==> src/rtl/rf_writeback_unit.sv <==
// Write-side sequencer for the 16x16 register bank: queues ALU/load results in an
// in-order FIFO and drains one write per clock. Optional forwarding: RF_WB_FWD_EN.
module rf_writeback_unit #(
  parameter int DATA_W = 16,
  parameter int ADDR_W = 4,
  parameter int DEPTH  = 4
) (
  input  logic                   clk,
  input  logic                   rst_n,
  input  logic                   alu_valid,
  output logic                   alu_ready,
  input  logic [ADDR_W-1:0]      alu_reg,
  input  logic [DATA_W-1:0]      alu_data,
  input  logic                   mem_valid,
  output logic                   mem_ready,
  input  logic [ADDR_W-1:0]      mem_reg,
  input  logic [DATA_W-1:0]      mem_data,
  output logic [ADDR_W-1:0]      regC,
  output logic [DATA_W-1:0]      dado,
  output logic                   RW,
  output logic [2**ADDR_W-1:0]   busy,
`ifdef RF_WB_FWD_EN
  input  logic [ADDR_W-1:0]      fwd_a_reg,
  input  logic [ADDR_W-1:0]      fwd_b_reg,
  output logic                   fwd_a_hit,
  output logic                   fwd_b_hit,
  output logic [DATA_W-1:0]      fwd_a_data,
  output logic [DATA_W-1:0]      fwd_b_data,
`endif
  output logic [$clog2(DEPTH):0] fifo_count
);

  localparam int PTR_W = $clog2(DEPTH);
  localparam int CNT_W = $clog2(DEPTH) + 1;
  localparam logic [CNT_W-1:0] CNT_FULL = CNT_W'(DEPTH);
  localparam logic [CNT_W-1:0] CNT_M1   = CNT_W'(DEPTH - 1);
  localparam logic [CNT_W-1:0] CNT_M2   = CNT_W'(DEPTH - 2);

  logic [ADDR_W-1:0] ent_reg  [DEPTH];
  logic [DATA_W-1:0] ent_data [DEPTH];
  logic [PTR_W-1:0]  head, tail, tail_next, alu_slot;
  logic [CNT_W-1:0]  count, count_next;
  logic              mem_push, alu_push, pop;

  assign fifo_count = count;

  // Readiness looks only at the registered count; a same-cycle pop is not credited,
  // which also guarantees pushes never overwrite the entry being popped.
  assign mem_ready = rst_n & (count < CNT_FULL);
  assign alu_ready = rst_n & ((count <= CNT_M2) | ((count == CNT_M1) & ~mem_valid));

  assign mem_push = mem_valid & mem_ready;
  assign alu_push = alu_valid & alu_ready;
  assign pop      = (count != '0);

  always_comb begin
    alu_slot   = mem_push ? tail + PTR_W'(1) : tail;
    tail_next  = tail + PTR_W'(mem_push) + PTR_W'(alu_push);
    count_next = count + CNT_W'(mem_push) + CNT_W'(alu_push) - CNT_W'(pop);
  end

  always_ff @(posedge clk) begin
    if (mem_push) begin
      ent_reg[tail]  <= mem_reg;
      ent_data[tail] <= mem_data;
    end
    if (alu_push) begin
      ent_reg[alu_slot]  <= alu_reg;
      ent_data[alu_slot] <= alu_data;
    end
  end

  always_ff @(posedge clk or negedge rst_n) begin
    if (!rst_n) begin
      head  <= '0;
      tail  <= '0;
      count <= '0;
      RW    <= 1'b0;
      regC  <= '0;
      dado  <= '0;
    end else begin
      tail  <= tail_next;
      count <= count_next;
      if (pop) begin
        RW   <= 1'b1;
        regC <= ent_reg[head];
        dado <= ent_data[head];
        head <= head + PTR_W'(1);
      end else begin
        RW <= 1'b0;
      end
    end
  end

  always_comb begin
    busy = '0;
    if (RW)
      busy[regC] = 1'b1;
    for (int unsigned i = 0; i < DEPTH; i++) begin
      if (CNT_W'(i) < count)
        busy[ent_reg[head + PTR_W'(i)]] = 1'b1;
    end
  end

`ifdef RF_WB_FWD_EN
  // Scan oldest to youngest so later (younger) matches override earlier ones;
  // the output stage is seeded first as the lowest priority.
  function automatic logic [DATA_W:0] fwd_lookup(input logic [ADDR_W-1:0] r);
    logic [DATA_W:0] res;
    res = '0;
    if (RW && (regC == r))
      res = {1'b1, dado};
    for (int unsigned i = 0; i < DEPTH; i++) begin
      if ((CNT_W'(i) < count) && (ent_reg[head + PTR_W'(i)] == r))
        res = {1'b1, ent_data[head + PTR_W'(i)]};
    end
    return res;
  endfunction

  always_comb begin
    {fwd_a_hit, fwd_a_data} = fwd_lookup(fwd_a_reg);
    {fwd_b_hit, fwd_b_data} = fwd_lookup(fwd_b_reg);
  end
`endif

endmodule

==> config.mk <==
export PLATFORM = sky130hd
export DESIGN_NAME = rf_writeback_unit
export DESIGN_NICKNAME = d
export VERILOG_FILES = /design/src/rtl/rf_writeback_unit.sv
export SDC_FILE = /design/constraint.sdc
export NUM_CORES = 1
export LEC_CHECK = 0
export CAP_MARGIN = 20
export CORE_MARGIN = 3
export CORE_UTILIZATION = 42
export CTS_BUF_LIST = sky130_fd_sc_hd__clkbuf_4 sky130_fd_sc_hd__clkbuf_8
export CTS_CLUSTER_DIAMETER = 200
export DETAILED_ROUTE_END_ITERATION = 10
export MAX_ROUTING_LAYER = met4
export PLACE_DENSITY = 0.63
export SLEW_MARGIN = 30
export SYNTH_ARGS = -nofsm -noshare
export SYNTH_HDL_FRONTEND = slang
export SYNTH_SLANG_ARGS = --single-unit
export TNS_END_PERCENT = 1
==> constraint.sdc <==
create_clock -name clk -period 2.8 [get_ports clk]
set_input_delay 0.28 -clock clk [delete_from_list [all_inputs] [get_ports clk]]
set_output_delay 0.28 -clock clk [all_outputs]
set_load 0.05 [all_outputs]
==> results of run 1 <==
metrics by stage:
| step | area, um2 | utilization | std cells | setup slack [ps] | hold slack (ps) |
|---|---|---|---|---|---|
| final | 8182 | 0.5608 | 743 | 76.88 | 3.031 |
| after global routing | 8182 | 0.5608 | 743 | -36.16 | 24.85 |
| after CTS | 7928 | 0.5434 | 740 | 3.151 | 4.859 |
| after detailed placement | 7621 | 0.5224 | 720 | 68.92 | 436.7 |
| after global placement | 7621 | 0.5224 | 720 | 39.05 | 428.3 |
| after floorplan | 6305 | - | 451 | 19.82 | -15.59 |
per-layer routing:
| metal | wire length (um) | up-vias |
|---|---|---|
| met1 | 6771 | 2090 |
| met3 | 634 | 27 |
| met5 | 0 | - |
| met4 | 398 | 0 |
| li1 | - | 1952 |
| met2 | 8391 | 113 |
layout make-up:
class / count / area share
clock buffer: 10 / 0.01682
clock inverter: 6 / 0.008564
inverter: 12 / 0.005505
multi-input combinational: 312 / 0.4030
sequential: 108 / 0.3797
tap: 184 / 0.02814
timing repair buffer: 111 / 0.1583
cell families after synthesis:
| logic type | share of synthesized area |
|---|---|
| muxes | 0.3137 |
| xor gates and xnor gates | 0.008345 |
| and+or+nand+nor | 0.08762 |
| buffers and inverters | 0.02484 |
| DFF | 0.4927 |
| adders and majority gates | 0.02345 |
| AOI/OAI and AO/OA | 0.04928 |
Yosys cell counts (8+ instances only):
cell / count / area share
mux2_4: 19 / 0.045
nor2b_1: 14 / 0.014
buf_2: 11 / 0.0087
nand2_1: 26 / 0.015
nand3_1: 21 / 0.017
inv_1: 10 / 0.0060
nor2_1: 22 / 0.013
mux2i_1: 8 / 0.013
mux2_2: 94 / 0.17
mux4_2: 24 / 0.086
edfxtp_1: 80 / 0.38
dfrtp_1: 28 / 0.11
a22oi_1: 28 / 0.033
worst register-to-register path: stages, from the launching register on:
cell and delay, ps:
dfrtp_1 390, inv_1 120, ha_1 180, nand2b_1 100, a22oi_2 170, o211a_4 230, inv_2 80, or3_4 590
nand2_2 150, buf_4 220
final timing paths:
path	cells past startpoint	end
min in group clk	1	dado[7]$_DFFE_PN0N_
min reg2reg	1	dado[7]$_DFFE_PN0N_
max in group asynchronous	2	head[0]$_DFFE_PN0N_
max reg2reg	9	ent_reg[3][2]$_DFFE_PP_
min	2	tail[1]$_DFF_PN0_
max	7	busy[6]
power breakdown:
group	internal (uW)	switching, uW
combinational	3130	3980
sequential	2180	283
clock	446	550
total	5750	4810
timing repair:
item,CTS,global route
pin swaps,0,13
buffers inserted,3,2
endpoints found under the setup margin,16,16
gates cloned,1,1
resized for setup,14,51
==> flow_summary.toml, run 1 <==
[status]
status = "completed"

[pwr]
power_uw = 10570
p_leak_uw = 0.003038
powerDensity_nw_per_um2 = 1292
peakVddDrop_uv = 653.8

[sta]
fin_skew_ps = 17.98
tns_ps = 0
fin_crit_ps = 2723
worstMarginPinSlew_ps = 510.6
grt_setup_unrepaired = "yes"
fmax_ghz = 0.3672
setup_violations = 0
maxSlewViolCount = 0
finalHoldViolCount = 0
relSlewSlack = 0.6585
post-route-period-util = 0.9725

[detailed_routing]
ant_nets = 0
wl_per_cell_um = 21.80
drtPass1Iterations = 5
wl_mm = 16.20
route.detailed.drc = 0
via_per_inst = 5.629
detail_route.iter0.violations = 242
dr_total_vias = 4182

[setup_path]
worstPathRequired_ps = 2520
r2r-start = "fifo_count[2]$_DFF_PN0_"
cp-startpoint = "head[0]$_DFFE_PN0N_"
criticalPathCategory = "reg2out"
start_kind = "register"
cp.arrival_ps = 2440
max_stage_delay_ps = 560
crit_path_cell_trace = "mux4_2 -> buf_4 -> nor4b_2 -> buf_4 -> a22oi_1 -> nand3_1 -> buf_12"
crit_fanout = 7
crit_path_frequent_cell = "buf_4"
slowest_stage = "mux4_2"
cp_num_buf_inv = 3
rrSetupSlack_ps = 250
crit_path_end_kind = "primary output"
crit_family = "multiplexers"

[clock_tree]
clock_sinks = 108
cts_root_buf = "clkbuf_8"
cts_made_buffers = 9
cts_hold_buf = 0
cts_max_level = 3
clockBufferDepth = 2
worstSkewPairLatency_ps = 390
cts_tree = "yes"
cts.clk_slew.worst_paths_ps = 100

[finish]
final_cell_mix = "mux2_2, edfxtp_1, clkdlybuf4s50_1"
register_area_um2 = 3107
drive_above_1_share = 0.4454
final_common_cell = "mux2_2"
nFillCells = 1215
antenna_cells = 0
syn2layout_area_growth_pct = 29.92
nets = 608
largest_reg_flops = 64
multiInputGateArea_um2 = 3297

[die]
die_w_um = 128.5
core_um2 = 14590
fp-row-count = 44
fp.dieH_um = 128.5
start_util = 0.4316
boundaryPins = 86
die_area_um2 = 16500

[yosys]
syn_avg_cell_area_um2 = 13.96
async_flop_share = 0.2593
ys_seq_area_frac = 0.4927
synth-edff-count = 80
synthFlopType = "edfxtp_1"
ys_types = 47
syn_area_um2 = 6297
yosysWarnings = 0
postSynthCellCount = 451
synth_nets = 505
ys_ff_latch = 108

[global_route]
grt_usage = 0.2101
met1_usage = 0.2526
use_met3 = 0.03362
grt-ovfl-total = 0
grt-busiest-layer = "met2"
first_global_vias = 4409
grt_pass1_wl_mm = 25.33
antenna_found_initial = 0
grt_max_degree = 31
grtUsageMet2 = 0.3592

[min_path]
hold_path_class = "in2async"

[placement]
post-dp-hpwl_mm = 11.26
port_buffers = 85
routabilityCongestion = 0.8778

[run]
max_cap_viol_count = 0
Note: power is estimated with default switching activity, not from simulation.
==> run 2: changes to the inputs <==
--- a/config.mk
+++ b/config.mk
@@ -8,7 +8,6 @@
 export CAP_MARGIN = 20
 export CORE_MARGIN = 3
 export CORE_UTILIZATION = 42
-export CTS_BUF_LIST = sky130_fd_sc_hd__clkbuf_4 sky130_fd_sc_hd__clkbuf_8
 export CTS_CLUSTER_DIAMETER = 200
 export DETAILED_ROUTE_END_ITERATION = 10
 export MAX_ROUTING_LAYER = met4
==> flow_summary.toml, run 2 (synthesis gave the netlist of run 1 again) <==
[setup_path]
cp.arrival_ps = 2420
worstPathRequired_ps = 2520
cp_num_buf_inv = 2
criticalPathCategory = "reg2out"
max_stage_delay_ps = 390
r2r_cells = 7
crit_path_cell_trace = "buf_12 -> mux2_2 -> mux2_2 -> and2_2 -> a22oi_1 -> nand3_1 -> buf_12"
rrSetupSlack_ps = 290
crit_fanout = 19
r2r-start = "fifo_count[0]$_DFF_PN0_"
r2r-end = "ent_reg[3][2]$_DFFE_PP_"
start_kind = "register"
slowest_stage = "dfrtp_2"
cp-startpoint = "head[1]$_DFFE_PN0N_"
crit_path_end_kind = "primary output"
crit_family = "multiplexers"

[clock_tree]
clockBufferDepth = 2
cts.clk_slew.worst_paths_ps = 70
clock_sinks = 108
cts_hold_buf = 0
cts_tree = "yes"
cts_max_level = 3
worstSkewPairLatency_ps = 340
cts_made_buffers = 9
cts_root_buf = "clkbuf_16"

[detailed_routing]
wl_mm = 16.11
route.detailed.drc = 0
wl_per_cell_um = 21.70
dr_total_vias = 4206
detail_route.iter0.violations = 269
ant_nets = 0
via_per_inst = 5.668
drtPass1Iterations = 4

[placement]
port_buffers = 85
routabilityCongestion = 0.8778
dp_slack_ps = 68.92
placed_cell_area_um2 = 7621
post-dp-hpwl_mm = 11.26

[sta]
fmax_ghz = 0.3706
post-route-period-util = 0.9638
fin_skew_ps = 9.219
worstMarginPinSlew_ps = 510.7
finalHoldViolCount = 0
maxSlewViolCount = 0
fin_crit_ps = 2699
fin_ws_ps = 101.3
setup_violations = 0
relSlewSlack = 0.6585
grt_setup_unrepaired = "yes"

[die]
boundaryPins = 86
fp-row-count = 44
core_um2 = 14590
die_w_um = 128.5
start_util = 0.4316
fp.dieH_um = 128.5
die_area_um2 = 16500

[min_path]
hold_path_class = "in2async"

[global_route]
antenna_found_initial = 0
grt_usage = 0.2070
first_global_vias = 4413
grt_pass1_wl_mm = 25.11
grt-ovfl-total = 0
grt_max_degree = 39

[pwr]
combPwrFrac = 0.643
p_leak_uw = 0.003019
p_switching_uw = 4662
powerDensity_nw_per_um2 = 1299
p_sw_frac = 0.4450
clkPwrFrac = 0.124
peakVddDrop_uv = 626.8
p_int_uw = 5814
p_seq_frac = 0.234

[finish]
largest_reg_flops = 64
nFillCells = 1231
drive_above_1_share = 0.3961
antenna_cells = 0
nets = 607
syn2layout_area_growth_pct = 28.09
final_cell_mix = "mux2_2, edfxtp_1, clkdlybuf4s50_1"
final_common_cell = "mux2_2"
design_area_um2 = 8066

[run]
max_cap_viol_count = 0

[status]
status = "completed"
==> run 2: cell count changes in the layout (fill, tap and decap cells not counted), sizes merged <==
cell | previous run | this run
bufbuf | 1 | 0
clkbuf | 12 | 11
buf | 40 | 41
==> run 2: power groups by stage <==
stage / Sequential [uW] / Clock [uW] / Combinational (uW)
after detailed placement: 2490 / 0 / 6500
after global placement: 2470 / 0 / 6510
after global routing: 2500 / 1390 / 7120
final: 2450 / 1300 / 6730
after CTS: 2460 / 1330 / 6550
after floorplan: 3030 / 0 / 3460
==> run 2: worst max-delay path by stage <==
stage                               endpoint  slack, ps  depth (start not counted)
floorplan           ent_data[2][0]$_DFFE_PP_         20                          7
CTS                                  busy[5]        -30                          8
global route                        busy[11]        -30                          7
detailed placement                   busy[5]         70                          7
global placement                     busy[5]         40                          7
finish                              busy[11]        100                          7
==> run 2: metal layers <==
| layer | vias up | routed length (um) | GRT usage |
|---|---|---|---|
| li1 | 1938 | - | - |
| met1 | 2107 | 6729 | 0.2496 |
| met2 | 137 | 8335 | 0.3537 |
| met3 | 24 | 664 | 0.03487 |
| met4 | 0 | 376 | 0.06929 |
| met5 | - | 0 | - |
==> run 2: repair_timing <==
item                       in CTS  in global routing
resized for setup               8                 15
gates cloned                    0                  1
setup endpoints to repair      16                 16
pin swaps                       0                  2
hold endpoints to repair        0                  0
setup buffers                   0                  5
==> run 2: area by class of cell <==
class,instances,area [um2],area share
Clock buffer,10,239.0,0.02963
Tap cell,184,230.2,0.02854
Clock inverter,6,70.07,0.008686
Inverter,12,45.04,0.005584
Multi-Input combinational cell,312,3115,0.3862
Sequential cell,108,3107,0.3851
Timing Repair Buffer,110,1260,0.1562
==> run 2: per-stage QoR <==
stage | power (uW) | std cells | util | hold WS (ps) | TNS, ps
global route | 11020 | 742 | 0.5529 | 84.25 | -80.63
CTS | 10340 | 736 | 0.5449 | 64.29 | -56.80
detailed placement | 8988 | 720 | 0.5224 | 436.7 | 0
floorplan | 6494 | 451 | - | -15.59 | 0
global placement | 8981 | 720 | 0.5224 | 428.3 | 0
finish | 10480 | 742 | 0.5529 | 51.46 | 0
==> run 3: changes to the inputs <==
--- a/config.mk
+++ b/config.mk
@@ -5,6 +5,7 @@
 export SDC_FILE = /design/constraint.sdc
 export NUM_CORES = 1
 export LEC_CHECK = 0
+export ABC_CLOCK_PERIOD_IN_PS = 2800
 export CAP_MARGIN = 20
 export CORE_MARGIN = 3
 export CORE_UTILIZATION = 42
==> results of run 3 <==
Final layout, timing and power as in run 2 (identical DEF).
